<file path="src/rtl/instr_fetch_unit_if.sv">
// rtl/instr_fetch_unit_if.sv - control/memory/datapath signal bundle for the fetch stage
interface instr_fetch_unit_if;
   logic        fetch_req;
   logic        pc_write;
   logic [1:0]  pc_sel;
   logic [31:0] pc_ext;
   logic [31:0] mem_rdata;
   logic [31:0] mem_addr;
   logic        mem_rd;
   logic        fetch_busy;
   logic        fetch_done;
   logic [31:0] ir;
   logic [5:0]  opcode;
   logic [5:0]  funct;
   logic [4:0]  rs;
   logic [4:0]  rt;
   logic [4:0]  rd;
   logic [4:0]  shamt;
   logic [15:0] imm16;
   logic [25:0] addr26;
   logic [31:0] pc;
   logic        fault;

   modport master (
      input  fetch_req, pc_write, pc_sel, pc_ext, mem_rdata,
      output mem_addr, mem_rd, fetch_busy, fetch_done, ir, opcode, funct,
             rs, rt, rd, shamt, imm16, addr26, pc, fault
   );

   modport slave (
      output fetch_req, pc_write, pc_sel, pc_ext, mem_rdata,
      input  mem_addr, mem_rd, fetch_busy, fetch_done, ir, opcode, funct,
             rs, rt, rd, shamt, imm16, addr26, pc, fault
   );
endinterface

</file>
<file path="src/rtl/instr_fetch_unit.sv">
// rtl/instr_fetch_unit.sv - multicycle MIPS fetch stage: PC, timed memory read, IR and field split
// Optional MISALIGN_TRAP_EN: a fetch from an unaligned PC enters an absorbing FAULT state.
module instr_fetch_unit #(
   parameter int          MEM_LAT  = 2,
   parameter logic [31:0] RESET_PC = 32'h0
) (
   input logic               clk,
   input logic               reset,
   instr_fetch_unit_if.master bus
);
   localparam int CW = (MEM_LAT > 1) ? $clog2(MEM_LAT) : 1;

   typedef enum logic [1:0] {IDLE, READ, DONE, FAULT} state_t;

   state_t        state;
   logic [31:0]   pcReg;
   logic [31:0]   irReg;
   logic [CW-1:0] cnt;
   logic          memRd;
   logic          busy;
   logic          done;
   logic [31:0]   nextPc;
   logic          trap;

   // Branch/jump targets are relative to the already-incremented PC.
   always_comb begin
      nextPc = pcReg;
      case (bus.pc_sel)
         2'b01:   nextPc = pcReg + {{14{irReg[15]}}, irReg[15:0], 2'b00};
         2'b10:   nextPc = {pcReg[31:28], irReg[25:0], 2'b00};
         2'b11:   nextPc = bus.pc_ext;
         default: nextPc = pcReg;
      endcase
   end

`ifdef MISALIGN_TRAP_EN
   assign trap         = (pcReg[1:0] != 2'b00);
   assign bus.mem_addr = pcReg;
   assign bus.fault    = (state == FAULT);
`else
   assign trap         = 1'b0;
   assign bus.mem_addr = {pcReg[31:2], 2'b00};
   assign bus.fault    = 1'b0;
`endif

   always_ff @(posedge clk or posedge reset) begin
      if (reset) begin
         state <= IDLE;
         pcReg <= RESET_PC;
         irReg <= 32'h0;
         cnt   <= '0;
         memRd <= 1'b0;
         busy  <= 1'b0;
         done  <= 1'b0;
      end else begin
         done <= 1'b0;
         case (state)
            IDLE: begin
               if (bus.pc_write) begin
                  pcReg <= nextPc;
               end else if (bus.fetch_req) begin
                  busy <= 1'b1;
                  if (trap) begin
                     state <= FAULT;
                  end else begin
                     state <= READ;
                     cnt   <= '0;
                     memRd <= 1'b1;
                  end
               end
            end
            READ: begin
               if (cnt == CW'(MEM_LAT - 1)) begin
                  irReg <= bus.mem_rdata;
                  pcReg <= pcReg + 32'd4;
                  memRd <= 1'b0;
                  done  <= 1'b1;
                  state <= DONE;
               end else begin
                  cnt <= cnt + CW'(1);
               end
            end
            DONE: begin
               if (bus.pc_write) pcReg <= nextPc;
               busy  <= 1'b0;
               state <= IDLE;
            end
            FAULT: begin
               busy <= 1'b1;
            end
            default: state <= IDLE;
         endcase
      end
   end

   assign bus.mem_rd     = memRd;
   assign bus.fetch_busy = busy;
   assign bus.fetch_done = done;
   assign bus.pc         = pcReg;
   assign bus.ir         = irReg;
   assign bus.opcode     = irReg[31:26];
   assign bus.rs         = irReg[25:21];
   assign bus.rt         = irReg[20:16];
   assign bus.rd         = irReg[15:11];
   assign bus.shamt      = irReg[10:6];
   assign bus.funct      = irReg[5:0];
   assign bus.imm16      = irReg[15:0];
   assign bus.addr26     = irReg[25:0];
endmodule

</file>
<file path="src/flat_wrapper.sv">
// flat-port wrapper written by rule: the top's interface ports become plain ports
module instr_fetch_unit_flat 
#(
   parameter int          MEM_LAT  = 2,
   parameter logic [31:0] RESET_PC = 32'h0
)
  (clk, reset, bus_fetch_req, bus_pc_write, bus_pc_sel, bus_pc_ext, bus_mem_rdata, bus_mem_addr, bus_mem_rd, bus_fetch_busy, bus_fetch_done, bus_ir, bus_opcode, bus_funct, bus_rs, bus_rt, bus_rd, bus_shamt, bus_imm16, bus_addr26, bus_pc, bus_fault);
  instr_fetch_unit_if bus_i ();
  input logic clk;
  input logic reset;
  input wire logic [$bits(bus_i.fetch_req)-1:0] bus_fetch_req;
  input wire logic [$bits(bus_i.pc_write)-1:0] bus_pc_write;
  input wire logic [$bits(bus_i.pc_sel)-1:0] bus_pc_sel;
  input wire logic [$bits(bus_i.pc_ext)-1:0] bus_pc_ext;
  input wire logic [$bits(bus_i.mem_rdata)-1:0] bus_mem_rdata;
  output wire logic [$bits(bus_i.mem_addr)-1:0] bus_mem_addr;
  output wire logic [$bits(bus_i.mem_rd)-1:0] bus_mem_rd;
  output wire logic [$bits(bus_i.fetch_busy)-1:0] bus_fetch_busy;
  output wire logic [$bits(bus_i.fetch_done)-1:0] bus_fetch_done;
  output wire logic [$bits(bus_i.ir)-1:0] bus_ir;
  output wire logic [$bits(bus_i.opcode)-1:0] bus_opcode;
  output wire logic [$bits(bus_i.funct)-1:0] bus_funct;
  output wire logic [$bits(bus_i.rs)-1:0] bus_rs;
  output wire logic [$bits(bus_i.rt)-1:0] bus_rt;
  output wire logic [$bits(bus_i.rd)-1:0] bus_rd;
  output wire logic [$bits(bus_i.shamt)-1:0] bus_shamt;
  output wire logic [$bits(bus_i.imm16)-1:0] bus_imm16;
  output wire logic [$bits(bus_i.addr26)-1:0] bus_addr26;
  output wire logic [$bits(bus_i.pc)-1:0] bus_pc;
  output wire logic [$bits(bus_i.fault)-1:0] bus_fault;
  assign bus_i.fetch_req = bus_fetch_req;
  assign bus_i.pc_write = bus_pc_write;
  assign bus_i.pc_sel = bus_pc_sel;
  assign bus_i.pc_ext = bus_pc_ext;
  assign bus_i.mem_rdata = bus_mem_rdata;
  assign bus_mem_addr = bus_i.mem_addr;
  assign bus_mem_rd = bus_i.mem_rd;
  assign bus_fetch_busy = bus_i.fetch_busy;
  assign bus_fetch_done = bus_i.fetch_done;
  assign bus_ir = bus_i.ir;
  assign bus_opcode = bus_i.opcode;
  assign bus_funct = bus_i.funct;
  assign bus_rs = bus_i.rs;
  assign bus_rt = bus_i.rt;
  assign bus_rd = bus_i.rd;
  assign bus_shamt = bus_i.shamt;
  assign bus_imm16 = bus_i.imm16;
  assign bus_addr26 = bus_i.addr26;
  assign bus_pc = bus_i.pc;
  assign bus_fault = bus_i.fault;
  instr_fetch_unit #(.MEM_LAT(MEM_LAT), .RESET_PC(RESET_PC)) u_core (.clk(clk), .reset(reset), .bus(bus_i));
endmodule
</file>
<file path="config.mk">
export PLATFORM = sky130hd
export DESIGN_NAME = instr_fetch_unit_flat
export DESIGN_NICKNAME = d
export VERILOG_FILES = /design/src/rtl/instr_fetch_unit_if.sv /design/src/rtl/instr_fetch_unit.sv /design/src/flat_wrapper.sv
export SDC_FILE = /design/constraint.sdc
export NUM_CORES = 1
export LEC_CHECK = 0
export ABC_AREA = 1
export CAP_MARGIN = 25
export CORE_MARGIN = 4
export CORE_UTILIZATION = 47
export DETAILED_ROUTE_END_ITERATION = 6
export PLACE_DENSITY_LB_ADDON = 0.12
export SLEW_MARGIN = 40
export SYNTH_ARGS = -nofsm -noshare
export SYNTH_HDL_FRONTEND = slang
export SYNTH_SLANG_ARGS = --single-unit
</file>
<file path="constraint.sdc">
create_clock -name clk -period 2.83 [get_ports clk]
set_input_delay 0.283 -clock clk [delete_from_list [all_inputs] [get_ports clk]]
set_output_delay 0.283 -clock clk [all_outputs]
set_load 0.03 [all_outputs]
</file>
==> metrics, run 1 <==
outcome complete, no violations; most frequent cell after synthesis nand2_1; largest net degree at the start of global routing 42; critical path launch point type flop; Setup Viol. Count Final 0; die area 0.0172 mm2; CTS Root Cell clkbuf_16; asr flop ratio synth 1.00; DRC Markers 0; Seq cells post-synth 70; htree depth 3; Hold Crit Class input pin to asynchronous set/reset pin; clock sinks 70; leading area contributor after synthesis dfrtp_1; FF-to-FF path depth 13; first-pass GRT wire length 38900 um; Max-Cap Viols 0; diode count 0; total CTS buffers 9; final WL 24200 um; Post-Route Setup TNS 0 ns; Fmax 398 MHz; distinct cell type count of the synthesized netlist 48; drt first-iter violations 649; critical path type flop to flop; layout cells sized above 1 0.0658; Yosys warning total 0; GRT Overall Usage 0.275; row count 44; Starting Density 0.485; # port buffers 240; synthesized area per cell 6.39 um2; clk_skew 0.00939 ns; Final Wtd Congestion 0.951; endpoint class of the critical path flop; GRT overflow 0; Setup Fix Bufs, Post-CTS 0; Min Clock Period, post-route 2.51 ns; worst rel slew slack 0.565; Synth Cell Area 0.00713 mm2; DRT antenna net count 0; Critical Path AT 2.75 ns; Top FF cell, synth dfrtp_1; Slew @ Worst Pin 0.651 ns; CP max FO 9; num ports 244; drt wl/cell 16.6 um; area grow syn2layout 32.3%; vias in the first global route 7343; post-synthesis cell count 1116; detailed-route via count 7692; final net count 1380; Die W 131 um; Synth area leaders dfrtp_1 (25%), nand2_1 (19%), buf_4 (11%), ha_1 (6.7%), inv_1 (6.3%); Final Max Tran Viols 0; worst-case clock buffer depth 2; Seq/Total Area, Yosys 0.246; post-DP HPWL 19200 um; data required time of the worst path 3.07 ns; CTS tree built; final hold violations 0; clock-pin slew on the worst setup and hold paths 0.06 ns; drt via density 5.27; post_cts resized 0; CTS Hold Bufs 0; RSZ-0062 raised after global routing no; initial antenna violation count 1; worst skew pair latency 0.35 ns; die height 131 um; Post-synth top cells nand2_1 (369), inv_1 (119), buf_4 (109); post-synth top area share 0.246; Placeable Area 0.0147 mm2; period utilization 0.887; DRT Pass-1 Iters 5; Post-synth EDFFs 0
-- layer usage --
layer	global-route usage	routed length, um	vias to the layer above
met5	0	13	-
met4	0.0671	441	2
met3	0.0570	2250	35
met2	0.437	11000	333
met1	0.384	10500	3520
li1	-	-	3802
-- worst max-delay path, cell delays in order, from the launching register on --
cell and delay (ns):
dfrtp_1 0.50, ha_1 0.29, fa_1 0.39, nand2_1 0.12, o21ai_2 0.10, nand2_1 0.07
nand2_1 0.14, nand2_1 0.10, nand2_1 0.14, nand2_1 0.09, nand2_1 0.05, nor2_1 0.10
o21ai_0 0.09, a22oi_1 0.23
-- path summary, 6_finish.rpt --
path | from | endpoint | slack (ns)
max | u_core.bus.pc[2]$_DFFE_PP0P_ | u_core.bus.pc[12]$_DFFE_PP0P_ | 0.32
min | reset | u_core.bus.ir[29]$_DFFE_PP0P_ | 0.35
max reg2reg | u_core.bus.pc[2]$_DFFE_PP0P_ | u_core.bus.pc[12]$_DFFE_PP0P_ | 0.32
min reg2reg | u_core.bus.pc[1]$_DFFE_PP0P_ | u_core.bus.pc[1]$_DFFE_PP0P_ | 0.50
max in group asynchronous | reset | u_core.bus.pc[13]$_DFFE_PP0P_ | 1.78
min in group clk | bus_mem_rdata[29] | u_core.bus.ir[29]$_DFFE_PP0P_ | 0.47
-- per-stage QoR --
stage	cell area (um2)	hold slack (ns)	util	cells	setup WS [ns]
after floorplan	7140	0.393	-	1118	0.458
after global placement	9140	0.485	0.622	1444	0.357
after detailed placement	9140	0.480	0.622	1444	0.409
after CTS	9440	0.368	0.642	1460	0.361
after global routing	9440	0.417	0.642	1460	0.0841
final	9440	0.355	0.642	1460	0.320
-- layout make-up --
class	instances	area (um2)
clock buffer	13	260
clock inverter	3	42.5
timing repair buffer	275	2680
fill	1394	5260
tap	184	230
sequential	70	1750
inverter	123	462
multi-input combinational	792	4020
-- cells in the final DEF, fill, tap and decap left out, drive strengths merged, types with 2 or more instances in the layout --
cell,instances
a211oi,3
a21o,2
a21oi,63
a221oi,6
a22o,5
a22oi,2
a31oi,4
buf,35
clkbuf,13
clkdlybuf4s50,240
conb,3
dfrtp,70
ha,38
inv,123
nand2,374
nand3,69
nand3b,4
nand4,15
nor2,94
nor3,18
nor3b,2
nor4,4
o2111ai,2
o21a,3
o21ai,39
o21bai,5
o22ai,3
o31ai,3
or2,9
xnor2,6
xor2,9
-- state kept, by name, indices dropped and copies added, names as in the netlist --
name                   count
u_core.bus.fetch_busy      1
u_core.bus.fetch_done      1
u_core.bus.ir             32
u_core.bus.mem_rd          1
u_core.bus.pc             32
u_core.cnt                 1
u_core.state               2
-- cell families after synthesis --
logic type	synth area share
AO/OA/AOI/OAI	0.119
buffers and inverters	0.193
XOR/XNOR	0.0184
other	0.000526
adder cells (fa/ha/maj)	0.0694
flip-flops	0.246
multiplexers	0.00158
AND/OR/NAND/NOR	0.353
Power of run 1 is not shown: default switching activity piles up to over one toggle a cycle in this logic, so the estimate is an artifact.
==> run 2, diff against run 1 <==
--- a/config.mk
+++ b/config.mk
@@ -6,9 +6,11 @@
 export NUM_CORES = 1
 export LEC_CHECK = 0
 export ABC_AREA = 1
+export ABC_CLOCK_PERIOD_IN_PS = 2830
 export CAP_MARGIN = 25
 export CORE_MARGIN = 4
 export CORE_UTILIZATION = 47
+export CTS_CLUSTER_DIAMETER = 40
 export DETAILED_ROUTE_END_ITERATION = 6
 export PLACE_DENSITY_LB_ADDON = 0.12
 export SLEW_MARGIN = 40
==> results of run 2 <==
No change in the layout: final DEF, timing and power equal those of run 1.
Power of run 2 is left out for the same reason.
